### config.mk
export PLATFORM = sky130hd
export DESIGN_NAME = store_queue_flat
export DESIGN_NICKNAME = d
export VERILOG_FILES = /design/src/rtl/store_queue_pkg.sv /design/src/rtl/store_queue_if.sv /design/src/rtl/sq_fwd_select.sv /design/src/rtl/store_queue.sv /design/src/flat_wrapper.sv
export SDC_FILE = /design/constraint.sdc
export NUM_CORES = 2
export LEC_CHECK = 0
export ABC_AREA = 1
export CAP_MARGIN = 25
export CELL_PAD_IN_SITES_DETAIL_PLACEMENT = 0
export CELL_PAD_IN_SITES_GLOBAL_PLACEMENT = 1
export CORE_MARGIN = 5
export CORE_UTILIZATION = 48
export CTS_BUF_LIST = sky130_fd_sc_hd__clkbuf_8
export CTS_CLUSTER_DIAMETER = 120
export DETAILED_ROUTE_END_ITERATION = 12
export PLACE_DENSITY = 0.89
export SYNTH_ARGS = -nofsm -noshare
export SYNTH_HDL_FRONTEND = slang
export SYNTH_SLANG_ARGS = --single-unit
### constraint.sdc
create_clock -name clk -period 10.4 [get_ports clk]
set_clock_uncertainty 0.2 [all_clocks]
set_input_delay 3.12 -clock clk [delete_from_list [all_inputs] [get_ports clk]]
set_output_delay 3.12 -clock clk [all_outputs]
set_load 0.02 [all_outputs]
### src/rtl/store_queue_pkg.sv
// Shared types for the store queue: sequence numbers, the AGU micro-op and branch
// bundles seen by the queue, and the per-slot entry record.
// Also provides helpers for ordering comparisons between wrapping sequence numbers.
package store_queue_pkg;

  localparam int unsigned SqnWidth = 7;
  localparam int unsigned SQ_SIZE  = 8;

  typedef logic [SqnWidth-1:0] SqN;
  typedef logic [29:0]         WordAddr;

  typedef struct packed {
    logic        valid;
    logic        isLoad;
    logic        exception;
    logic [31:0] addr;
    logic [31:0] data;      // already shifted into byte lanes
    logic [3:0]  wmask;
    SqN          sqN;
    SqN          storeSqN;
  } AGU_UOp;

  typedef struct packed {
    logic taken;
    SqN   sqN;
    SqN   storeSqN;
  } BranchProv;

  typedef struct packed {
    logic        valid;
    logic        committed;
    SqN          sqN;
    WordAddr     addr;
    logic [31:0] data;
    logic [3:0]  wmask;
  } SQEntry;

  // a is strictly older than b in wrapping order
  function automatic logic sqn_before(SqN a, SqN b);
    SqN d;
    d = a - b;
    return d[SqnWidth-1];
  endfunction

  // a is strictly younger than b in wrapping order
  function automatic logic sqn_after(SqN a, SqN b);
    SqN d;
    d = a - b;
    return !d[SqnWidth-1] && (d != '0);
  endfunction

endpackage

### src/rtl/store_queue_if.sv
// Data-memory write port between the store queue (master) and memory (slave).
//   valid  master->slave  write request
//   ready  slave->master  write accepted this cycle
//   addr   master->slave  word address
//   data   master->slave  byte-lane aligned store data
//   wmask  master->slave  byte enables
interface store_queue_if;
  import store_queue_pkg::*;

  logic        valid;
  logic        ready;
  WordAddr     addr;
  logic [31:0] data;
  logic [3:0]  wmask;

  modport master (output valid, addr, data, wmask, input ready);
  modport slave  (input valid, addr, data, wmask, output ready);

endinterface

### src/rtl/sq_fwd_select.sv
// Per-byte store-to-load forwarding priority. Walks the slots from the queue head
// (oldest) towards the tail, letting each younger matching store overwrite the
// bytes it writes, so every byte ends up sourced from the youngest matching store.
//   match_i  per-slot hit (valid, same word, older than the load)
//   wmask_i  per-slot byte enables
//   data_i   per-slot store data
//   head_i   slot index of the oldest entry
//   mask_o   bytes supplied by some store
//   data_o   forwarded bytes (zero outside mask_o)
module sq_fwd_select #(
  parameter int unsigned NUM_ENTRIES = 8
) (
  input  logic [NUM_ENTRIES-1:0]            match_i,
  input  logic [NUM_ENTRIES-1:0][3:0]       wmask_i,
  input  logic [NUM_ENTRIES-1:0][31:0]      data_i,
  input  logic [$clog2(NUM_ENTRIES)-1:0]    head_i,
  output logic [3:0]                        mask_o,
  output logic [31:0]                       data_o
);

  localparam int unsigned IdxW = $clog2(NUM_ENTRIES);

  logic [IdxW-1:0] slot;

  always_comb begin
    mask_o = '0;
    data_o = '0;
    slot   = '0;
    for (int k = 0; k < NUM_ENTRIES; k++) begin
      slot = head_i + IdxW'(k);
      if (match_i[slot]) begin
        for (int b = 0; b < 4; b++) begin
          if (wmask_i[slot][b]) begin
            mask_o[b]        = 1'b1;
            data_o[8*b +: 8] = data_i[slot][8*b +: 8];
          end
        end
      end
    end
  end

endmodule

### src/rtl/store_queue.sv
// Store queue: holds AGU stores until the ROB commits them, drains committed stores
// in order to the data-memory write port, and forwards store bytes to younger loads
// with a one-cycle registered result.
//   clk, rst          clock, synchronous active-high reset
//   uop_i             AGU output (stores enqueue, loads look up)
//   branch_i          mispredict flush
//   com_valid_i       commit pulse; com_sqn_i = youngest committed sqN
//   mem_if            memory write port (master)
//   fwd_valid_o/mask_o/data_o  registered forwarding result
//   max_store_sqn_o   youngest storeSqN that currently has a free slot
module store_queue
  import store_queue_pkg::*;
#(
  parameter int unsigned NUM_ENTRIES = SQ_SIZE
) (
  input  logic                 clk,
  input  logic                 rst,
  input  AGU_UOp               uop_i,
  input  BranchProv            branch_i,
  input  logic                 com_valid_i,
  input  SqN                   com_sqn_i,
  store_queue_if.master        mem_if,
  output logic                 fwd_valid_o,
  output logic [3:0]           fwd_mask_o,
  output logic [31:0]          fwd_data_o,
  output SqN                   max_store_sqn_o
);

  localparam int unsigned IdxW = $clog2(NUM_ENTRIES);
  typedef logic [IdxW-1:0] idx_t;

  SQEntry      sq_q [NUM_ENTRIES];
  SQEntry      sq_d [NUM_ENTRIES];
  SqN          head_q, head_d;
  logic        fwd_valid_q, fwd_valid_d;
  logic [3:0]  fwd_mask_q, fwd_mask_d;
  logic [31:0] fwd_data_q, fwd_data_d;

  idx_t   head_idx, enq_idx;
  SQEntry head_entry;
  logic   mem_valid, drain, uop_flushed, enq, lookup;

  logic [NUM_ENTRIES-1:0]       fwd_match;
  logic [NUM_ENTRIES-1:0][3:0]  slot_wmask;
  logic [NUM_ENTRIES-1:0][31:0] slot_data;
  logic [3:0]                   sel_mask;
  logic [31:0]                  sel_data;

  logic unused_bits;
  assign unused_bits = ^{uop_i.addr[1:0], branch_i.storeSqN};

  assign head_idx   = head_q[IdxW-1:0];
  assign enq_idx    = uop_i.storeSqN[IdxW-1:0];
  assign head_entry = sq_q[head_idx];

  assign mem_valid     = head_entry.valid && head_entry.committed;
  assign drain         = mem_valid && mem_if.ready;
  assign mem_if.valid  = mem_valid;
  assign mem_if.addr   = mem_valid ? head_entry.addr  : '0;
  assign mem_if.data   = mem_valid ? head_entry.data  : '0;
  assign mem_if.wmask  = mem_valid ? head_entry.wmask : '0;

  assign max_store_sqn_o = head_q + SqN'(NUM_ENTRIES - 1);

  assign uop_flushed = branch_i.taken && sqn_after(uop_i.sqN, branch_i.sqN);
  assign enq    = uop_i.valid && !uop_i.isLoad && !uop_i.exception && !uop_flushed;
  assign lookup = uop_i.valid && uop_i.isLoad && !uop_flushed;

  // Lookup sees only the registered slots; a same-cycle store is replayed downstream.
  always_comb begin
    fwd_match  = '0;
    slot_wmask = '0;
    slot_data  = '0;
    for (int i = 0; i < NUM_ENTRIES; i++) begin
      fwd_match[i]  = sq_q[i].valid && (sq_q[i].addr == uop_i.addr[31:2]) &&
                      sqn_before(sq_q[i].sqN, uop_i.sqN);
      slot_wmask[i] = sq_q[i].wmask;
      slot_data[i]  = sq_q[i].data;
    end
  end

  sq_fwd_select #(
    .NUM_ENTRIES(NUM_ENTRIES)
  ) u_fwd_select (
    .match_i (fwd_match),
    .wmask_i (slot_wmask),
    .data_i  (slot_data),
    .head_i  (head_idx),
    .mask_o  (sel_mask),
    .data_o  (sel_data)
  );

  always_comb begin
    sq_d   = sq_q;
    head_d = head_q;

    for (int i = 0; i < NUM_ENTRIES; i++) begin
      if (com_valid_i && sq_q[i].valid && !sqn_after(sq_q[i].sqN, com_sqn_i)) begin
        sq_d[i].committed = 1'b1;
      end
      // Uses the post-commit flag so a store committed this cycle is never flushed.
      if (branch_i.taken && sq_d[i].valid && !sq_d[i].committed &&
          sqn_after(sq_q[i].sqN, branch_i.sqN)) begin
        sq_d[i].valid = 1'b0;
      end
    end

    if (drain) begin
      sq_d[head_idx] = '0;
      head_d         = head_q + SqN'(1);
    end

    if (enq) begin
      sq_d[enq_idx] = '{valid:     1'b1,
                        committed: 1'b0,
                        sqN:       uop_i.sqN,
                        addr:      uop_i.addr[31:2],
                        data:      uop_i.data,
                        wmask:     uop_i.wmask};
    end

    fwd_valid_d = lookup;
    fwd_mask_d  = lookup ? sel_mask : '0;
    fwd_data_d  = lookup ? sel_data : '0;
  end

  always_ff @(posedge clk) begin
    if (rst) begin
      for (int i = 0; i < NUM_ENTRIES; i++) begin
        sq_q[i] <= '0;
      end
      head_q      <= '0;
      fwd_valid_q <= 1'b0;
      fwd_mask_q  <= '0;
      fwd_data_q  <= '0;
    end else begin
      sq_q        <= sq_d;
      head_q      <= head_d;
      fwd_valid_q <= fwd_valid_d;
      fwd_mask_q  <= fwd_mask_d;
      fwd_data_q  <= fwd_data_d;
    end
  end

  assign fwd_valid_o = fwd_valid_q;
  assign fwd_mask_o  = fwd_mask_q;
  assign fwd_data_o  = fwd_data_q;

`ifndef SYNTHESIS
  // Rename must stall stores that have no slot; overrunning would clobber a live entry.
  always_ff @(posedge clk) begin
    if (!rst && enq) begin
      assert (!sqn_after(uop_i.storeSqN, max_store_sqn_o))
        else $error("store_queue: storeSqN %0d beyond max %0d",
                    uop_i.storeSqN, max_store_sqn_o);
    end
  end
`endif

endmodule
### src/flat_wrapper.sv
// flat-port wrapper written by rule: the top's interface ports become plain ports
module store_queue_flat import store_queue_pkg::*;
#(
  parameter int unsigned NUM_ENTRIES = SQ_SIZE
)
  (clk, rst, uop_i, branch_i, com_valid_i, com_sqn_i, fwd_valid_o, fwd_mask_o, fwd_data_o, max_store_sqn_o, mem_if_valid, mem_if_addr, mem_if_data, mem_if_wmask, mem_if_ready);
  store_queue_if mem_if_i ();
  input  logic clk;
  input  logic rst;
  input  AGU_UOp uop_i;
  input  BranchProv branch_i;
  input  logic com_valid_i;
  input  SqN com_sqn_i;
  output logic fwd_valid_o;
  output logic [3:0] fwd_mask_o;
  output logic [31:0] fwd_data_o;
  output SqN max_store_sqn_o;
  output wire logic [$bits(mem_if_i.valid)-1:0] mem_if_valid;
  output wire logic [$bits(mem_if_i.addr)-1:0] mem_if_addr;
  output wire logic [$bits(mem_if_i.data)-1:0] mem_if_data;
  output wire logic [$bits(mem_if_i.wmask)-1:0] mem_if_wmask;
  input wire logic [$bits(mem_if_i.ready)-1:0] mem_if_ready;
  assign mem_if_valid = mem_if_i.valid;
  assign mem_if_addr = mem_if_i.addr;
  assign mem_if_data = mem_if_i.data;
  assign mem_if_wmask = mem_if_i.wmask;
  assign mem_if_i.ready = mem_if_ready;
  store_queue #(.NUM_ENTRIES(NUM_ENTRIES)) u_core (.clk(clk), .rst(rst), .uop_i(uop_i), .branch_i(branch_i), .com_valid_i(com_valid_i), .com_sqn_i(com_sqn_i), .mem_if(mem_if_i), .fwd_valid_o(fwd_valid_o), .fwd_mask_o(fwd_mask_o), .fwd_data_o(fwd_data_o), .max_store_sqn_o(max_store_sqn_o));
endmodule
==> flow_summary_export.csv <==
group,metric,value,unit
yosys,yosysWarnings,0,
sta,tns,0,ns
yosys,synth_area_leaders,"dfxtp_1 (27%), nand2_1 (20%), o21ai_0 (9.7%), inv_1 (6.8%), nor2_1 (4.9%)",
cells_and_area,fin_nets,8115,
floorplanning,num_rows,115,
setup_path,setup.worst_path.start,"u_core.head_q[0]$_SDFFE_PP0P_",
yosys,syn_avg_cell_area,6.04,µm²
setup_path,startpoint_type,"register",
yosys,synth_seq_cells,644,
routing,dr.pass1.iters,9,
clock_network,holdBufCountCts,0,
yosys,seq_area_frac_synth,27.0,%
sta,fin_crit_sh,79.9,%
power_and_ir_drop,power.leakage,23.4,nW
grt,grt_pass1_wl,327,mm
cells_and_area,post-route-util,53.4,%
routing,dr.first_iter.drc_count,6604,
clock_network,cts_buffer_depth,3,
setup_path,crit_end,"mem_if_addr[26]",
grt,grt_pass1_vias,49617,
power_and_ir_drop,power_frac_clock,45.2,%
clock_network,cts_tree,"built",
power_and_ir_drop,p_int,4.00,mW
routing,wire_per_inst,24.7,µm
routing,post-route-drc-count,0,
placed_design,place_congestion,1.06,
cells_and_area,drive_gt1_share,4.59,%
floorplanning,dieArea,106000,µm²
sta,slew_headroom,26.5,%
yosys,synthFlopType,"dfxtp_1",
sta,setup_viol,0,
setup_path,reg2reg_to,"u_core.fwd_data_o[30]$_SDFF_PP0_",
sta,fin_crit,8.31,ns
sta,rsz0062_at_grt,"false",
yosys,synth_top_area_share,27.0,%
clock_network,clk_pin_slew_worst_paths,0.06,ns
power_and_ir_drop,swShare,29.9,%
setup_path,rr_startpoint,"u_core.head_q[0]$_SDFFE_PP0P_",
setup_path,cp_max_fo,79,
clock_network,cts_setup_buffers,0,
yosys,syn_nets,8189,
floorplanning,start_util,48.5,%
floorplanning,ios,222,
routing,drt-vias-per-instance,5.99,
power_and_ir_drop,switchingPower,1.71,mW
clock_network,root_buffer,"clkbuf_8",
routing,drt_wl_total,228,mm
sta,fmax,0.120,GHz
yosys,async_flop_share,0,%
setup_path,path_class,"reg -> out",
placed_design,portBuffers,208,
power_and_ir_drop,power.density,108,nW/µm²
outcome,outcome,"finished, final reports clean",
yosys,synth_area,47800,µm²
sta,timing.final.ws_setup,2.09,ns
setup_path,rr_worst_depth,18,
setup_path,cp-end-kind,"primary output",
sta,worst_pin_slew,1.10,ns
routing,vias,55240,
clock_network,htreeDepth,3,
setup_path,arrival,4.99,ns
grt,antenna_found_initial,5,
clock_network,post_cts_resized,0,
clock_network,cts_buffers,118,
setup_path,required,7.08,ns
grt,gr-usage-all-layers,40.8,%
cells_and_area,areaGrowthSynthToFinish,10.2,%
power_and_ir_drop,vdd_drop_max,0.0000926,V
floorplanning,die_height,325,µm
floorplanning,die_w,325,µm
clock_network,clock_latency,0.85,ns
clock_network,cts_sinks,644,
placed_design,post-dp-hpwl,152,mm
hold_path,hold_path.class,"reg -> reg",
yosys,yosys.area.top_type,"dfxtp_1",
yosys,synthTopCellsByCount,"nand2_1 (2570), o21ai_0 (923), inv_1 (860)",
yosys,netlist_instances,7912,
routing,ant_nets,0,
grt,grt_overflow,0,
flow_run,drv_cap,0,
yosys,synth_cell_types,55,
placed_design,dp_slack,2.01,ns
yosys,synth_edf_count,0,
sta,fin_hold_ws,0.282,ns
yosys,yosysMostFrequentCell,"nand2_1",
sta,hold_viol_final,0,
grt,grt_max_degree,230,
power_and_ir_drop,seqPwrFrac,43.7,%
floorplanning,core_region_area,98600,µm²
power_and_ir_drop,power_frac_comb,11.1,%
power_and_ir_drop,power,5.71,mW
sta,slew_viol_final,0,
setup_path,rrSetupSlack,4.50,ns
[how the worst min path moves through the flow]
stage,startpoint,end,slack (ns),depth (start not counted)
finish,u_core.slot_data[142]$_SDFF_PP0_,u_core.slot_data[142]$_SDFF_PP0_,0.28,2
global route,u_core.slot_data[163]$_SDFF_PP0_,u_core.slot_data[163]$_SDFF_PP0_,0.30,2
CTS,u_core.slot_data[117]$_SDFF_PP0_,u_core.slot_data[117]$_SDFF_PP0_,0.28,2
detailed placement,u_core.slot_data[117]$_SDFF_PP0_,u_core.slot_data[117]$_SDFF_PP0_,0.27,2
global placement,u_core.sq_q[373]$_SDFF_PP0_,u_core.sq_q[373]$_SDFF_PP0_,0.26,2
floorplan,u_core.sq_q[223]$_SDFF_PP0_,u_core.sq_q[223]$_SDFF_PP0_,0.25,2
[power by group through the flow]
stage	clock [mW]	combinational (mW)	sequential (mW)
after floorplan	0	0.339	2.54
after global placement	0	0.600	2.55
after detailed placement	0	0.605	2.55
after CTS	2.58	0.607	2.49
after global routing	2.70	0.663	2.49
final	2.58	0.633	2.49
[sequential cells by signal (all words and copies together) (netlist names)]
name / count
u_core.slot_wmask: 32
u_core.fwd_valid_o: 1
u_core.head_q: 7
u_core.sq_q: 312
u_core.fwd_data_o: 32
u_core.fwd_mask_o: 4
u_core.slot_data: 256
[per-stage QoR]
step                      area (µm²)  instances
after global placement         50100       9001
after CTS                      52600       9217
after global routing           52700       9222
final                          52700       9222
after detailed placement       50200       9003
after floorplan                47800       7912
[worst max-delay path, stage by stage, from the launching register on]
cell and delay (ns):
dfxtp_4 0.96, inv_6 0.50, nand3_1 0.19, nand3_1 0.18, nand3_1 0.15, nand2_1 0.17, inv_2 0.09, buf_4 0.52
buf_4 0.49, nor2_1 0.21, clkdlybuf4s50_1 0.59
[cells in the final DEF (no fill, tap or decap), drive strengths merged, types with 14 or more instances in the layout]
cell,netlist,layout
nand2,2586,2586
o21ai,941,941
inv,893,940
nor2,650,650
dfxtp,644,644
nand3,473,473
a21oi,277,277
o22ai,220,220
clkdlybuf4s50,0,207
o32ai,162,162
clkbuf,257,152
ha,149,149
mux2i,107,107
xor2,75,75
buf,215,71
o211ai,65,65
nand4,41,41
xnor2,40,40
clkinv,7,18
fa,17,17
nor3,14,14
[area by class of cell]
type | count | area (µm²)
diodes | 3 | 7.51
clock inverters | 62 | 334
well taps | 1287 | 1610
clock buffers | 152 | 2090
repair buffers | 278 | 2730
inverters | 900 | 3410
multi-input cells | 5896 | 29600
flip-flops and latches | 644 | 12900
fillers | 10316 | 45900
[logic make-up after synthesis]
group | after synthesis | share of synthesized area [%]
simple gates | 3790 | 31.9
flops | 644 | 27.0
mux | 107 | 2.24
xor+xnor | 115 | 2.12
compound gates | 1718 | 20.5
fa+ha+maj | 166 | 4.61
buf+inv | 1372 | 11.6
[metal layers]
layer	global-route usage, %	up-vias	share of wire, %
li1	-	25718	-
met1	53.4	25459	40
met2	62.4	3317	42
met3	9.32	742	11
met4	22.2	4	6.5
met5	0	-	0.012
Power figures use the tool's default switching activity.
